==> src/rtl/sifh_hist_arbiter.sv <==
// sifh_hist_arbiter: round-robin arbiter that serialises per-channel histogram
// bin increments into read-modify-write cycles on a dual-port RAM, plus a full
// clear sweep.
//
// Ports:
//   clk, res         clock, asynchronous active-low reset
//   req, req_addr    per-channel increment request and bin address
//   ack              one-hot pulse when a channel's increment is written
//   clr_start        clear request pulse; clr_busy/clr_done report the sweep
//   counts           RAM port-b read data (one cycle after read enable)
//   raddr, rEnable   port-b address and active-low read enable; meb port-b enable
//   waddr, wEnable   port-a address and write enable; mea port-a enable
//   newCounts        port-a write data
//   sat              pulse when an increment hits a saturated bin
module sifh_hist_arbiter #(
    parameter int unsigned N_REQ = 4,
    parameter int unsigned AW    = 8,
    parameter int unsigned CW    = 8
) (
    input  logic                  clk,
    input  logic                  res,
    input  logic [N_REQ-1:0]      req,
    input  logic [N_REQ*AW-1:0]   req_addr,
    output logic [N_REQ-1:0]      ack,
    input  logic                  clr_start,
    output logic                  clr_busy,
    output logic                  clr_done,
    input  logic [CW-1:0]         counts,
    output logic [AW-1:0]         raddr,
    output logic                  rEnable,
    output logic                  meb,
    output logic [AW-1:0]         waddr,
    output logic                  wEnable,
    output logic                  mea,
    output logic [CW-1:0]         newCounts,
    output logic                  sat
);

    localparam int unsigned PW = (N_REQ > 1) ? $clog2(N_REQ) : 1;
    localparam logic [AW-1:0] ADDR_MAX = '1;
    localparam logic [CW-1:0] CNT_MAX  = '1;

    typedef enum logic [2:0] {
        S_IDLE  = 3'd0,
        S_CLEAR = 3'd1,
        S_RD    = 3'd2,
        S_CAP   = 3'd3,
        S_WR    = 3'd4
    } state_e;

    state_e            state_q, state_d;
    logic [PW-1:0]     rr_q, rr_d;
    logic              pend_q, pend_d;
    logic [AW-1:0]     sweep_q, sweep_d;
    logic [PW-1:0]     win_q, win_d;
    logic [AW-1:0]     addr_q, addr_d;

    logic [N_REQ-1:0]  ack_q, ack_d;
    logic              clr_busy_q, clr_busy_d;
    logic              clr_done_q, clr_done_d;
    logic              sat_q, sat_d;
    logic              wen_q, wen_d;
    logic              mea_q, mea_d;
    logic              meb_q, meb_d;
    logic              ren_q, ren_d;
    logic [AW-1:0]     waddr_q, waddr_d;
    logic [AW-1:0]     raddr_q, raddr_d;
    logic [CW-1:0]     newcnt_q, newcnt_d;

    logic              win_found_c;
    logic [PW-1:0]     win_c;
    logic [PW-1:0]     cand_c;

    // Round-robin search starting at rr_q.
    always_comb begin
        win_found_c = 1'b0;
        win_c       = '0;
        cand_c      = '0;
        for (int k = 0; k < int'(N_REQ); k++) begin
            cand_c = PW'((int'(rr_q) + k) % int'(N_REQ));
            if (!win_found_c && req[cand_c]) begin
                win_found_c = 1'b1;
                win_c       = cand_c;
            end
        end
    end

    // Next state, then registered outputs decoded from the next state so they
    // line up with the state they belong to.
    always_comb begin
        state_d    = state_q;
        rr_d       = rr_q;
        pend_d     = pend_q;
        sweep_d    = sweep_q;
        win_d      = win_q;
        addr_d     = addr_q;
        ack_d      = '0;
        clr_busy_d = 1'b0;
        clr_done_d = 1'b0;
        sat_d      = 1'b0;
        wen_d      = 1'b0;
        mea_d      = 1'b0;
        meb_d      = 1'b0;
        ren_d      = 1'b1;
        waddr_d    = waddr_q;
        raddr_d    = raddr_q;
        newcnt_d   = newcnt_q;

        case (state_q)
            S_IDLE: begin
                if (clr_start || pend_q) begin
                    state_d = S_CLEAR;
                    pend_d  = 1'b0;
                    sweep_d = '0;
                end else if (win_found_c) begin
                    state_d = S_RD;
                    win_d   = win_c;
                    addr_d  = req_addr[int'(win_c)*AW +: AW];
                end
            end
            S_RD: begin
                state_d = S_CAP;
                if (clr_start) pend_d = 1'b1;
            end
            S_CAP: begin
                state_d = S_WR;
                if (clr_start) pend_d = 1'b1;
            end
            S_WR: begin
                rr_d = (32'(win_q) == N_REQ - 1) ? '0 : win_q + 1'b1;
                // A clear latched during the RMW starts right after the ack.
                if (clr_start || pend_q) begin
                    state_d = S_CLEAR;
                    pend_d  = 1'b0;
                    sweep_d = '0;
                end else begin
                    state_d = S_IDLE;
                end
            end
            S_CLEAR: begin
                if (sweep_q == ADDR_MAX) state_d = S_IDLE;
                else                     sweep_d = sweep_q + 1'b1;
            end
            default: state_d = S_IDLE;
        endcase

        case (state_d)
            S_RD: begin
                raddr_d = addr_d;
                ren_d   = 1'b0;
                meb_d   = 1'b1;
            end
            S_WR: begin
                // counts is valid during CAP; the write-data register holds it +1.
                waddr_d       = addr_q;
                wen_d         = 1'b1;
                mea_d         = 1'b1;
                sat_d         = (counts == CNT_MAX);
                newcnt_d      = (counts == CNT_MAX) ? CNT_MAX : counts + 1'b1;
                ack_d[win_q]  = 1'b1;
            end
            S_CLEAR: begin
                waddr_d    = sweep_d;
                wen_d      = 1'b1;
                mea_d      = 1'b1;
                newcnt_d   = '0;
                clr_busy_d = 1'b1;
                clr_done_d = (sweep_d == ADDR_MAX);
            end
            default: ;
        endcase
    end

    // State and output registers.
    always_ff @(posedge clk or negedge res) begin
        if (!res) begin
            state_q    <= S_IDLE;
            rr_q       <= '0;
            pend_q     <= 1'b0;
            sweep_q    <= '0;
            win_q      <= '0;
            addr_q     <= '0;
            ack_q      <= '0;
            clr_busy_q <= 1'b0;
            clr_done_q <= 1'b0;
            sat_q      <= 1'b0;
            wen_q      <= 1'b0;
            mea_q      <= 1'b0;
            meb_q      <= 1'b0;
            ren_q      <= 1'b1;
            waddr_q    <= '0;
            raddr_q    <= '0;
            newcnt_q   <= '0;
        end else begin
            state_q    <= state_d;
            rr_q       <= rr_d;
            pend_q     <= pend_d;
            sweep_q    <= sweep_d;
            win_q      <= win_d;
            addr_q     <= addr_d;
            ack_q      <= ack_d;
            clr_busy_q <= clr_busy_d;
            clr_done_q <= clr_done_d;
            sat_q      <= sat_d;
            wen_q      <= wen_d;
            mea_q      <= mea_d;
            meb_q      <= meb_d;
            ren_q      <= ren_d;
            waddr_q    <= waddr_d;
            raddr_q    <= raddr_d;
            newcnt_q   <= newcnt_d;
        end
    end

    assign ack       = ack_q;
    assign clr_busy  = clr_busy_q;
    assign clr_done  = clr_done_q;
    assign sat       = sat_q;
    assign wEnable   = wen_q;
    assign mea       = mea_q;
    assign meb       = meb_q;
    assign rEnable   = ren_q;
    assign waddr     = waddr_q;
    assign raddr     = raddr_q;
    assign newCounts = newcnt_q;

endmodule

==> config.mk <==
export PLATFORM = sky130hd
export DESIGN_NAME = sifh_hist_arbiter
export DESIGN_NICKNAME = d
export VERILOG_FILES = /design/src/rtl/sifh_hist_arbiter.sv
export SDC_FILE = /design/constraint.sdc
export NUM_CORES = 1
export LEC_CHECK = 0
export CAP_MARGIN = 20
export CORE_ASPECT_RATIO = 1.75
export CORE_MARGIN = 2
export CORE_UTILIZATION = 55
export DETAILED_ROUTE_END_ITERATION = 10
export DONT_BUFFER_PORTS = 1
export GPL_TIMING_DRIVEN = 0
export PLACE_DENSITY = 0.7
export SLEW_MARGIN = 20
export SYNTH_ARGS = -nofsm -noshare
export SYNTH_HDL_FRONTEND = slang
export SYNTH_SLANG_ARGS = --single-unit
==> constraint.sdc <==
create_clock -name clk -period 4.25 [get_ports clk]
set_clock_uncertainty 0.1 [all_clocks]
set_input_delay 0.425 -clock clk [delete_from_list [all_inputs] [get_ports clk]]
set_output_delay 0.425 -clock clk [all_outputs]
set_load 0.01 [all_outputs]
==> results of run 1 <==
## power groups by stage
| stage | logic, mW | clock network [mW] | registers [mW] |
|---|---|---|---|
| final | 0.767 | 0.499 | 0.965 |
| after global routing | 0.882 | 0.532 | 0.990 |
| after CTS | 0.773 | 0.509 | 0.967 |
| after detailed placement | 0.753 | 0 | 0.977 |
| after global placement | 0.733 | 0 | 0.973 |
| after floorplan | 0.613 | 0 | 0.920 |
## cells by family (layout without fill, tap and decap cells)
group                      count (synthesis)  count (layout)  share of synthesized area
buffers and inverters                     28              46                     0.0427
and+or+nand+nor                           75              75                      0.146
adders and majority gates                  6               6                     0.0262
DFF                                       58              58                      0.506
AOI/OAI and AO/OA                         82              82                      0.199
xor gates and xnor gates                   3               3                    0.00916
muxes                                     20              20                     0.0706
## final timing paths
path	startpoint	endpoint	slack [ns]	cells after the start
min in group asynchronous	res	ack[1]$_DFF_PN0_	0.54	2
setup reg to reg	sweep_q[0]$_DFF_PN0_	clr_done$_DFF_PN0_	1.70	7
hold reg to reg	addr_q[6]$_DFF_PN0_	addr_q[6]$_DFF_PN0_	0.38	1
setup / recovery	sweep_q[0]$_DFF_PN0_	clr_done$_DFF_PN0_	1.70	7
max in group asynchronous	res	rEnable$_DFF_PN1_	3.24	2
hold / removal	counts[0]	newCounts[0]$_DFFE_PN0P_	0.07	1
## worst max-delay path: stages (launching register included)
cell      delay [ns]
dfrtp_1         0.43
ha_1            0.24
and4_1          0.20
clkbuf_2        0.19
nand2_1         0.14
a311oi_1        0.64
nand4b_1        0.19
nor4_1          0.31
## placed cells by master (no fill, tap or decap), types with 11 or more instances in the layout
| cell | count |
|---|---|
| nand2_1 | 14 |
| nand3_1 | 11 |
| a21o_1 | 17 |
| inv_1 | 13 |
| dfrtp_1 | 57 |
| o21ai_0 | 11 |
| and3_1 | 11 |
| a21oi_1 | 22 |
| mux2i_1 | 18 |
| nor2_1 | 11 |
## state kept, by name, summed over array words and instances, names as in the netlist
register	count
ack	4
addr_q	8
clr_busy	1
clr_done	1
mea	1
meb	1
newCounts	8
pend_q	1
rEnable	1
raddr	8
rr_q	2
sat	1
state_q	3
sweep_q	8
waddr	8
win_q	2
## final cells by class
cell class	count	area share
tap	54	0.0213
multi-input combinational	186	0.408
clock buffer	11	0.0446
inverter	16	0.0189
buffer	12	0.0197
clock inverter	5	0.0170
timing repair buffer	2	0.0118
sequential	58	0.458
## layer usage
layer | GRT usage | share of wire | up-vias
met5 | 0 | 0 | -
met4 | 0.0892 | 0.019 | 0
met3 | 0.0767 | 0.056 | 15
met2 | 0.418 | 0.55 | 74
met1 | 0.277 | 0.37 | 1074
li1 | - | - | 1029
## per-stage QoR
stage	power [mW]	area [sq um]	hold WS, ns	util	cells
final	2.23	3170	0.0669	0.632	344
after global routing	2.40	3170	0.0624	0.632	344
after CTS	2.25	3170	0.0568	0.632	344
after floorplan	1.53	2870	0.0294	-	272
after global placement	1.71	2940	0.0308	0.585	326
after detailed placement	1.73	2940	0.0309	0.585	326
## what timing repair did
item / in CTS / in global routing
buffers inserted: 0 / 0
endpoints found under the setup margin: 0 / 0
hold buffers: 2 / 0
endpoints found under the hold margin: 58 / 0
gates resized for setup: 0 / 0
==> metrics.yaml, run 1 <==
grt:
  gr-total-overflow: 0
  grt_pass1_wl_microns: 10700
  grt_max_degree: 59
  grt_use_total: 0.243
  antenna_found_initial: 0
  grt_pass1_vias: 2241
logic_synthesis:
  ys_warn_count: 0
  synth_area_leaders: "dfrtp_1 50%, mux2i_1 6.3%, a21o_1 4.4%"
  yosys-top-cells-count: "57 x dfrtp_1, 22 x a21oi_1, 18 x mux2i_1, 17 x a21o_1, 14 x nand2_1"
  synthMostInstantiatedCell: "dfrtp_1"
  ys_seq_area_frac: 0.506
  synth_cell_type_count: 50
  avgSynthCellArea_sq_um: 10.6
  synthCells: 272
  synthArstFlopShare: 1.00
  synth_edf_count: 0
  ys_ff_latch: 58
  synth_ff_type: "dfrtp_1"
  syn_area_sq_um: 2870
  netlist.area_leader.share: 0.497
  synth_fp_nets: 325
  synth_top_cell_by_area: "dfrtp_1"
clocking:
  insertion_delay_ns: 0.34
  root_buffer: "clkbuf_8"
  clock_tree.htree_level_count: 3
  cts_buffer_depth: 2
  clk_pin_slew_ns: 0.06
  numCtsBuffers: 9
  clock-sinks: 58
  cts_tree: "built"
power:
  sw_frac_of_total: 0.384
  p_int_mw: 1.37
  p_per_area_nw_per_um2: 704
  clkPwrFrac: 0.224
  ir_worst_vdd_v: 0.000319
  pwr-share-comb: 0.344
  p_leak_nw: 1.61
  power_switching_uw: 857
  sequentialPowerShare: 0.432
routing:
  ant_nets: 0
  via_per_inst: 6.37
  route.detailed.drc: 2
  routed_wl_microns: 6400
  drtPass1Iterations: 8
  dr_total_vias: 2192
  first_iter_violations: 98
  wire_per_inst_microns: 18.6
worst_setup_path:
  cp_max_fo: 8
  critical_path_class: "reg -> reg"
  worstSetupEndpointType: "register"
  startpoint_type: "register"
  cp.arrival_ns: 2.68
  cp.required_ns: 4.38
placement:
  pre_cts_ws_ns: 1.79
  place.gp.congestion: 0.855
  hpwl_microns: 4840
  numPortBuffers: 0
timing:
  fin_crit_sh: 0.601
  tightest_slew_ns: 0.681
  period_minus_slack_ns: 2.55
  finalHoldViolCount: 0
  fin_setup_tns_ns: 0
  fmax_mhz: 392
  maxSlewViolCount: 0
  max-slew-margin-rel: 0.542
  setup_slack_ns: 1.70
  rsz0062_at_grt: "false"
  setup_viol: 0
cells_and_area:
  multi_input_area_sq_um: 1290
  antennaDiodeCount: 0
  nFillCells: 421
  layout-drive-gt1-share: 0.152
  area_growth_pct: 10.5
  final-seq-area_sq_um: 1450
  nets: 338
die:
  initial_core_util: 0.572
  placementRows: 34
  die-height_microns: 99.6
  coreArea_sq_um: 5020
  num_io_pins: 82
  die_w_microns: 58.6
  die_area_sq_um: 5840
job:
  maxCapViolations: 0
run_status:
  status: "finished with violations"
  failed_checks: "design-rule violations"
min_path:
  hold_class: "in -> reg"
Power figures use the tool's default switching activity.
==> run 2: changes to the inputs <==
==> constraint.sdc (replaced) <==
create_clock -name clk -period 2.5 [get_ports clk]
set_clock_uncertainty 0.1 [all_clocks]
set_input_delay 0.25 -clock clk [delete_from_list [all_inputs] [get_ports clk]]
set_output_delay 0.25 -clock clk [all_outputs]
set_load 0.01 [all_outputs]
==> run 2 against run 1 <==
Net effect:
- the run still ends with design-rule violations left
- flip-flop and latch count stayed put
- routed wire length is 1.3% higher
- highest routed layer unchanged
- fmax is 9.7% higher
- worst setup slack worse by 1.5 ns
- critical path type unchanged
- non-clock buffer count is 5 higher
- core utilization is 1.4 points higher
- worst hold slack worse by 0.048 ns
- sequential power is 70% higher
- via count is 0.27% lower
- first-iteration DRC count is 5.1% lower
==> metrics.yaml, run 2 (same netlist as run 1, synthesis figures left out) <==
cells_and_area:
  fin_util: 0.646  # was 0.632
  antennaDiodeCount: 0  # unchanged
  area_growth_pct: 12.9  # was 10.5%
  layout_commonest_cell: "dfrtp_1"  # unchanged
  final_cell_mix: "57 x dfrtp_1, 22 x a21oi_1, 18 x mux2i_1"  # unchanged
  nets: 343  # was 338
  layout-drive-gt1-share: 0.163  # was 0.152
  nFillCells: 411  # was 421
timing:
  fmax_mhz: 430  # was 392 MHz
  period_minus_slack_ns: 2.33  # was 2.55 ns
  fin_crit_sh: 0.931  # was 0.601
  tightest_slew_ns: 0.666  # was 0.681 ns
  maxSlewViolCount: 0  # unchanged
  hold_ws_ns: 0.0192  # was 0.0669 ns
  rsz0062_at_grt: "false"  # unchanged
  max-slew-margin-rel: 0.552  # was 0.542
  setup_slack_ns: 0.172  # was 1.70 ns
  fin_setup_tns_ns: 0  # unchanged
  finalHoldViolCount: 0  # unchanged
  setup_viol: 0  # unchanged
routing:
  via_per_inst: 6.26  # was 6.37
  wl_met1_microns: 2400  # was 2370 microns
  route.detailed.drc: 2  # unchanged
  first_iter_violations: 93  # was 98
  wl_met3_microns: 329  # was 360 microns
  top_layer_used: "met4"  # unchanged
  drtPass1Iterations: 7  # was 8
  dr_total_vias: 2186  # was 2192
  routed_wl_microns: 6480  # was 6400 microns
  ant_nets: 0  # unchanged
  wire_per_inst_microns: 18.6  # about the same
  wl_met2_microns: 3620  # was 3540 microns
grt:
  grt_max_degree: 59  # unchanged
  grt_pass1_vias: 2270  # was 2241
  grt_pass1_wl_microns: 10900  # was 10700 microns
  gr-total-overflow: 0  # unchanged
  antenna_found_initial: 0  # unchanged
  grt_use_total: 0.246  # was 0.243
die:
  die-height_microns: 99.6  # unchanged
  coreArea_sq_um: 5020  # unchanged
  num_io_pins: 82  # unchanged
  initial_core_util: 0.572  # unchanged
  placementRows: 34  # unchanged
  die_area_sq_um: 5840  # unchanged
  die_w_microns: 58.6  # unchanged
power:
  sequentialPowerShare: 0.429  # was 0.432
  ir_worst_vdd_v: 0.000546  # was 0.000319 V
  p_leak_nw: 1.64  # was 1.61 nW
  sw_frac_of_total: 0.386  # was 0.384
  p_total_mw: 3.83  # was 2.23 mW
  p_int_mw: 2.35  # was 1.37 mW
  p_per_area_nw_per_um2: 1180  # was 704 nW/um^2
  clkPwrFrac: 0.223  # was 0.224
  power_switching_mw: 1.48  # was 857 uW
  pwr-share-comb: 0.349  # was 0.344
clocking:
  root_buffer: "clkbuf_8"  # unchanged
  cts_tree: "built"  # unchanged
  cts_buffer_depth: 2  # unchanged
  clock_tree.htree_level_count: 3  # unchanged
  numCtsBuffers: 9  # unchanged
  clk_pin_slew_ns: 0.06  # about the same
  insertion_delay_ns: 0.34  # about the same
  clock-sinks: 58  # unchanged
  post-cts-setup-buffer-count: 0  # unchanged
worst_setup_path:
  cp_max_fo: 10  # was 8
  r2r-start: "state_q[1]$_DFF_PN0_"  # was sweep_q[0]$_DFF_PN0_
  cp.arrival_ns: 2.51  # was 2.68 ns
  cp.required_ns: 2.68  # was 4.38 ns
  startpoint_type: "register"  # unchanged
  rr_worst_depth: 5  # was 7
  worstSetupEndpointType: "register"  # unchanged
  critical_path_class: "reg -> reg"  # unchanged
  r2r-end: "sat$_DFF_PN0_"  # was clr_done$_DFF_PN0_
  rrSetupSlack_ns: 0.17  # was 1.70 ns
placement:
  numPortBuffers: 0  # unchanged
  place.gp.congestion: 0.855  # unchanged
  pre_cts_ws_ns: 0.0360  # was 1.79 ns
  hpwl_microns: 4840  # unchanged
min_path:
  hold_class: "in -> reg"  # unchanged
  whs_path_depth: 2  # was 1
  hold_start: "counts[5]"  # was counts[0]
  hold_end: "newCounts[5]$_DFFE_PN0P_"  # was newCounts[0]$_DFFE_PN0P_
run_status:
  failed_checks: "design-rule violations"  # unchanged
  status: "finished with violations"  # unchanged
job:
  maxCapViolations: 0  # unchanged
==> run 2: cell types whose count changed in the layout (fill, tap and decap cells not counted), sizes merged <==
| cell | change |
|---|---|
| dlygate4sd3 | +5 |
==> run 2: cell type report <==
class | count | area (sq um) | share of cell area
multi-input cells | 186 | 1320 | 0.406
plain buffers | 12 | 62.6 | 0.0193
repair buffers | 7 | 87.6 | 0.0270
flip-flops and latches | 58 | 1450 | 0.448
clock inverters | 5 | 53.8 | 0.0166
inverters | 16 | 60.1 | 0.0185
clock buffers | 11 | 141 | 0.0436
well taps | 54 | 67.6 | 0.0208
==> run 2: worst max-delay path by stage <==
stage                               from              endpoint  slack [ns]  cells past startpoint
floorplan            rr_q[1]$_DFFE_PN0P_  raddr[6]$_DFFE_PN0N_        0.53                      7
global placement    sweep_q[0]$_DFF_PN0_    clr_done$_DFF_PN0_        0.02                      7
detailed placement  sweep_q[0]$_DFF_PN0_    clr_done$_DFF_PN0_        0.04                      7
CTS                 sweep_q[0]$_DFF_PN0_    clr_done$_DFF_PN0_        0.02                      7
global route        state_q[1]$_DFF_PN0_         sat$_DFF_PN0_       0.009                      5
finish              state_q[1]$_DFF_PN0_         sat$_DFF_PN0_        0.17                      5
==> run 2: worst max-delay path, cell delays in order (launching register included) <==
cell and delay (ns):
dfrtp_1 0.46, clkbuf_1 0.33, nand2_1 0.28, clkbuf_1 0.28, nor3_1 0.25, dlygate4sd3_1 0.57
==> run 2: what timing repair did <==
action                                 CTS  global route
endpoints found under the hold margin   62             0
hold buffers                             7             0
gates resized for setup                  0             5
setup endpoints to repair                0             7
==> run 2: metal layers <==
| metal | track usage | vias to the layer above |
|---|---|---|
| li1 | - | 1037 |
| met1 | 0.280 | 1074 |
| met2 | 0.424 | 60 |
| met3 | 0.0767 | 15 |
| met4 | 0.0892 | 0 |
| met5 | 0 | - |
==> run 2: power by group through the flow <==
stage | clock network, mW | logic [mW] | registers (mW)
CTS | 0.866 | 1.32 | 1.64
global placement | 0 | 1.25 | 1.65
finish | 0.852 | 1.33 | 1.64
global route | 0.904 | 1.53 | 1.68
detailed placement | 0 | 1.28 | 1.66
floorplan | 0 | 1.04 | 1.56
==> run 2: metrics by stage <==
stage                     area, sq um  std cells
after floorplan                  2870        272
after global placement           2940        326
after detailed placement         2940        326
after CTS                        3220        349
after global routing             3240        349
final                            3240        349
==> run 3: changes to the inputs <==
--- a/config.mk
+++ b/config.mk
@@ -5,6 +5,7 @@
 export SDC_FILE = /design/constraint.sdc
 export NUM_CORES = 1
 export LEC_CHECK = 0
+export ABC_AREA = 1
 export CAP_MARGIN = 20
 export CORE_ASPECT_RATIO = 1.75
 export CORE_MARGIN = 2
==> constraint.sdc (replaced) <==
create_clock -name clk -period 3 [get_ports clk]
set_clock_uncertainty 0.1 [all_clocks]
set_input_delay 0.3 -clock clk [delete_from_list [all_inputs] [get_ports clk]]
set_output_delay 0.3 -clock clk [all_outputs]
set_load 0.01 [all_outputs]
==> run 3 against run 2 <==
Net effect:
- register-to-register slack better by 0.60 ns
- the flow now finishes without violations
- critical endpoint is now newCounts[2]$_DFFE_PN0P_
- largest cell class is now multi-input combinational cells
- sequential power shrank 12%
- critical path depth increased by 4
==> metrics.yaml, run 3 <==
cells_and_area:
  final_cells: 547  # was 349
  fin_util: 0.620  # was 0.646
  area_growth_pct: 8.53  # was 12.9%
  fin_area_sq_um: 3650  # was 3240 sq um
  nFillCells: 550  # was 411
  nets: 518  # was 343
  antennaDiodeCount: 0  # unchanged
  layout_commonest_cell: "nand2_1"  # was dfrtp_1
  layout-drive-gt1-share: 0.107  # was 0.163
  final_cell_mix: "117 x nand2_1, 78 x inv_1, 57 x dfrtp_1"  # was 57 x dfrtp_1, 22 x a21oi_1, 18 x mux2i_1
routing:
  dr_total_vias: 2862  # was 2186
  ant_nets: 0  # unchanged
  first_iter_violations: 137  # was 93
  wire_per_inst_microns: 13.8  # was 18.6 microns
  route.detailed.drc: 0  # was 2
  drtPass1Iterations: 4  # was 7
  via_per_inst: 5.23  # was 6.26
  routed_wl_microns: 7540  # was 6480 microns
clocking:
  clock-sinks: 58  # unchanged
  clock_tree.htree_level_count: 3  # unchanged
  insertion_delay_ns: 0.34  # about the same
  cts_buffer_depth: 2  # unchanged
  clk_pin_slew_ns: 0.06  # about the same
  post-cts-setup-buffer-count: 0  # unchanged
  cts_resized: 0  # unchanged
  cts_tree: "built"  # unchanged
  root_buffer: "clkbuf_8"  # unchanged
  numCtsBuffers: 9  # unchanged
logic_synthesis:
  synth_edf_count: 0  # unchanged
  synthArstFlopShare: 1.00  # unchanged
  syn_area_sq_um: 3360  # was 2870 sq um
  ys_ff_latch: 58  # unchanged
  synthMostInstantiatedCell: "nand2_1"  # was dfrtp_1
  netlist.area_leader.share: 0.424  # was 0.497
  synthCells: 452  # was 272
  ys_seq_area_frac: 0.432  # was 0.506
  yosys-top-cells-count: "117 x nand2_1, 78 x inv_1, 57 x dfrtp_1, 56 x nand3_1, 33 x nor2_1"  # was 57 x dfrtp_1, 22 x a21oi_1, 18 x mux2i_1, 17 x a21o_1, 14 x nand2_1
  synth_ff_type: "dfrtp_1"  # unchanged
  synth_area_leaders: "dfrtp_1 42%, nand2_1 13%, inv_1 8.7%"  # was dfrtp_1 50%, mux2i_1 6.3%, a21o_1 4.4%
  synth_top_cell_by_area: "dfrtp_1"  # unchanged
  synth_fp_nets: 505  # was 325
  avgSynthCellArea_sq_um: 7.44  # was 10.6 sq um
  synth_cell_type_count: 39  # was 50
  ys_warn_count: 0  # unchanged
worst_setup_path:
  cp.required_ns: 3.12  # was 2.68 ns
  critical_path_class: "reg -> reg"  # unchanged
  worstSetupEndpointType: "register"  # unchanged
  cp_max_fo: 10  # unchanged
  cp.arrival_ns: 2.35  # was 2.51 ns
  startpoint_type: "register"  # unchanged
timing:
  maxSlewViolCount: 0  # unchanged
  fin_setup_tns_ns: 0  # unchanged
  hold_ws_ns: 0.0839  # was 0.0192 ns
  finalHoldViolCount: 0  # unchanged
  period_minus_slack_ns: 2.23  # was 2.33 ns
  rsz0062_at_grt: "false"  # unchanged
  fmax_mhz: 449  # was 430 MHz
  setup_viol: 0  # unchanged
  tightest_slew_ns: 0.559  # was 0.666 ns
  max-slew-margin-rel: 0.623  # was 0.552
  fin_crit_sh: 0.742  # was 0.931
  setup_slack_ns: 0.773  # was 0.172 ns
grt:
  grt_pass1_wl_microns: 12600  # was 10900 microns
  grt_max_degree: 59  # unchanged
  grt_pass1_vias: 2745  # was 2270
  gr-total-overflow: 0  # unchanged
  antenna_found_initial: 0  # unchanged
  grt_use_total: 0.240  # was 0.246
placement:
  hpwl_microns: 5800  # was 4840 microns
  pre_cts_ws_ns: 0.806  # was 0.0360 ns
  placedCellCount: 530  # was 326
  numPortBuffers: 0  # unchanged
  place_area_sq_um: 3460  # was 2940 sq um
  place.gp.congestion: 0.923  # was 0.855
power:
  p_total_mw: 4.22  # was 3.83 mW
  ir_worst_vdd_v: 0.000659  # was 0.000546 V
  p_per_area_nw_per_um2: 1160  # was 1180 nW/um^2
  p_leak_nw: 2.00  # was 1.64 nW
min_path:
  hold_class: "in -> reg"  # unchanged
die:
  initial_core_util: 0.572  # about the same
  die_area_sq_um: 6780  # was 5840 sq um
  coreArea_sq_um: 5880  # was 5020 sq um
  num_io_pins: 82  # unchanged
  die-height_microns: 107  # was 99.6 microns
  placementRows: 37  # was 34
  die_w_microns: 63.1  # was 58.6 microns
run_status:
  status: "finished clean"  # was finished with violations
job:
  maxCapViolations: 0  # unchanged
==> run 3: cell count changes after synthesis, sizes merged, moves of 11 or more <==
cell and delta:
nand4 +18, nor2 +24, nand3 +49, mux2i -18
a21oi -16, inv +70, a21o -15, nand2 +109
and3 -11
==> run 3: layout make-up <==
class                      instances  area [sq um]  area share
clock inverter                     4          20.0     0.00549
sequential                        58          1450       0.398
timing repair buffer               2          37.5      0.0103
clock buffer                      11           131      0.0360
buffer                             9          65.1      0.0178
tap                               78          97.6      0.0268
multi-input combinational        300          1520       0.416
inverter                          85           327      0.0895
==> run 3: cells by family (layout without fill, tap and decap cells) <==
family / count (synthesis) / in the layout / synth area share
XOR/XNOR: 5 / 5 / 0.0130
adder cells (fa/ha/maj): 6 / 6 / 0.0223
flip-flops: 58 / 58 / 0.432
AO/OA/AOI/OAI: 38 / 38 / 0.0670
buffers and inverters: 94 / 111 / 0.117
AND/OR/NAND/NOR: 251 / 251 / 0.349
==> run 3: where the power goes <==
part | switching (mW) | total, mW | leakage, nW | internal (mW)
registers | 0.326 | 1.44 | 0.724 | 1.12
logic | 1.46 | 2.21 | 1.19 | 0.741
clock network | 0.283 | 0.572 | 0.0827 | 0.289
==> run 3: timing repair <==
action	4_1_cts	5_1_grt
hold buffers	2	0
hold endpoints to repair	58	0
endpoints found under the setup margin	0	0
==> run 3: path summary, 6_finish.rpt <==
kind | endpoint | start | slack (ns) | cells after the start
max in group asynchronous | rEnable$_DFF_PN1_ | res | 2.12 | 2
hold / removal | newCounts[5]$_DFFE_PN0P_ | counts[5] | 0.08 | 2
setup / recovery | newCounts[2]$_DFFE_PN0P_ | state_q[0]$_DFF_PN0_ | 0.77 | 9
setup reg to reg | newCounts[2]$_DFFE_PN0P_ | state_q[0]$_DFF_PN0_ | 0.77 | 9
hold reg to reg | addr_q[1]$_DFF_PN0_ | addr_q[1]$_DFF_PN0_ | 0.41 | 2
min in group asynchronous | newCounts[2]$_DFFE_PN0P_ | res | 0.40 | 2
==> run 3: worst max-delay path, stage by stage (launching register included) <==
cell     delay [ns]
dfrtp_1        0.39
nor2_1         0.22
inv_1          0.14
nand2_1        0.09
nand2_1        0.17
a21oi_2        0.31
inv_2          0.15
nand2_2        0.20
inv_2          0.14
a22o_1         0.19
==> run 3: layer usage <==
layer / wire (microns) / vias to the layer above / GRT usage
met1: 2950 / 1308 / 0.256
met3: 256 / 14 / 0.0513
met4: 205 / 0 / 0.129
li1: - / 1464 / -
met5: 0 / - / 0
met2: 4130 / 76 / 0.435
==> patch (settings of run 1) <==
`N_REQ`: 4 -> 16.
--- a/src/rtl/sifh_hist_arbiter.sv
+++ b/src/rtl/sifh_hist_arbiter.sv
@@ -13,7 +13,7 @@
 //   newCounts        port-a write data
 //   sat              pulse when an increment hits a saturated bin
 module sifh_hist_arbiter #(
-    parameter int unsigned N_REQ = 4,
+    parameter int unsigned N_REQ = 16,
     parameter int unsigned AW    = 8,
     parameter int unsigned CW    = 8
 ) (
Ports: changed (resized ack, req and req_addr); port bits go from 82 to 202. The function was not compared with the original's and may differ.
==> patch against run 1 <==
The flow finishes with violations (setup timing); setup slack got worse by 2.3 ns; final area increased to 3.1 times the old value; wire length increased to 5.0 times the old value; via count increased to 3.8 times the old value; area after synthesis increased to 2.7 times the old value; sequential cell count increased by 16; critical endpoint is now addr_q[4]$_DFF_PN0_; highest routed layer unchanged.
Power is left out: the tool's default activity adds up to more than one toggle a clock period on the data nets, which glitch-free logic cannot reach.
==> patch: results (changes against run 1) <==
outcome:
  outcome: "finished, violations left"  # unchanged
  violations: "setup timing"  # was DRC
logic_synthesis:
  synth_common_cells: "nand2_1 (79), mux2i_1 (78), dfrtp_1 (73)"  # was dfrtp_1 (57), a21oi_1 (22), mux2i_1 (18)
  synth_compound_area_frac: 0.201  # was 0.199
  synth_area_leaders: "dfrtp_1 (24%), mux2i_1 (10%), mux2_2 (5.3%)"  # was dfrtp_1 (50%), mux2i_1 (6.3%), a21o_1 (4.4%)
  synth.area.mux_share: 0.246  # was 0.0706
  syn_avg_cell_area_um2: 8.93  # was 10.6 um^2
  ys_seq_area_frac: 0.243  # was 0.506
  synth_xor_area_frac: 0.0249  # was 0.00915
  synth_top_family_by_area: "multiplexers"  # was compound AO/OA/AOI/OAI gates
  synthAdderAreaFrac: 0.0213  # was 0.0262
  ys_types: 90  # was 50
finish:
  comb.multi_input.count: 715  # was 186
  inverters: 18  # was 16
  clkCellAreaFrac: 0.0328  # was 0.0616
  areaGrowthSynthToFinish_pct: 30.7  # was 10.5%
  layout.area.seq_um2: 1860  # was 1450 um^2
  instances_no_fill: 1132  # was 344
  multi_input_area_um2: 6240  # was 1290 um^2
  nonClkBufAreaFrac: 0.123  # was 0.0316
  nNonClkBuffers: 132  # was 14
  n_sequential_cell: 74  # was 58
  clock_buffers: 9  # was 11
clock_tree:
  root_buffer: "clkbuf_16"  # was clkbuf_8
global_route:
  grt_pass1_vias: 8136  # was 2241
  grt_pass1_wl_um: 44600  # was 10700 um
  grt_max_degree: 75  # was 59
drt:
  routed_wl_um: 31900  # was 6400 um
  dr.pass1.iters: 6  # was 8
  dr_total_vias: 8371  # was 2192
sta:
  slew_headroom: 0.388  # was 0.542
  setup_viol: 17  # was 0
  fin_hold_ws_ns: 0.0804  # was 0.0669 ns
  fin_ws_ns: -0.614  # was 1.70 ns
placement:
  gp_congestion: 1.06  # was 0.855
  dp_hpwl_um: 21600  # was 4840 um
  place_area_um2: 7920  # was 2940 um^2
  dp_slack_ns: -1.47  # was 1.79 ns
worst_setup_path:
  r2r_cells: 21  # was 7
  slowest_delay_ns: 0.50  # was 0.64 ns
  worstPathMaxFanout: 10  # was 8
  crit_path_top_delay_cell: "a221oi_4"  # was a311oi_1
  r2r_end: "addr_q[4]$_DFF_PN0_"  # was clr_done$_DFF_PN0_
  cp.arrival_ns: 4.96  # was 2.68 ns
-- patch: layer usage --
layer	wire length [um]	vias to the layer above	GRT usage
met1	9700	3931	0.387
met3	3350	271	0.102
met5	0	-	0
li1	-	3499	-
met4	3360	0	0.312
met2	15500	670	0.658
-- patch: worst max-delay path by stage --
stage / depth (start not counted) / end / slack, ns
after global routing: 21 / raddr[1]$_DFFE_PN0N_ / -0.77
after detailed placement: 18 / raddr[7]$_DFFE_PN0N_ / -1.47
final: 21 / addr_q[4]$_DFF_PN0_ / -0.61
after floorplan: 21 / raddr[0]$_DFFE_PN0N_ / -0.26
after global placement: 18 / raddr[7]$_DFFE_PN0N_ / -1.37
after CTS: 22 / raddr[7]$_DFFE_PN0N_ / -0.40
-- patch: repair_timing --
action                                 in CTS  in global routing
gates resized for setup                   134                 89
hold buffers                                2                  0
buffers inserted                           44                 39
setup endpoints to repair                  22                 22
cloned                                      2                  1
endpoints found under the hold margin      74                  0
pin swaps                                  31                 36
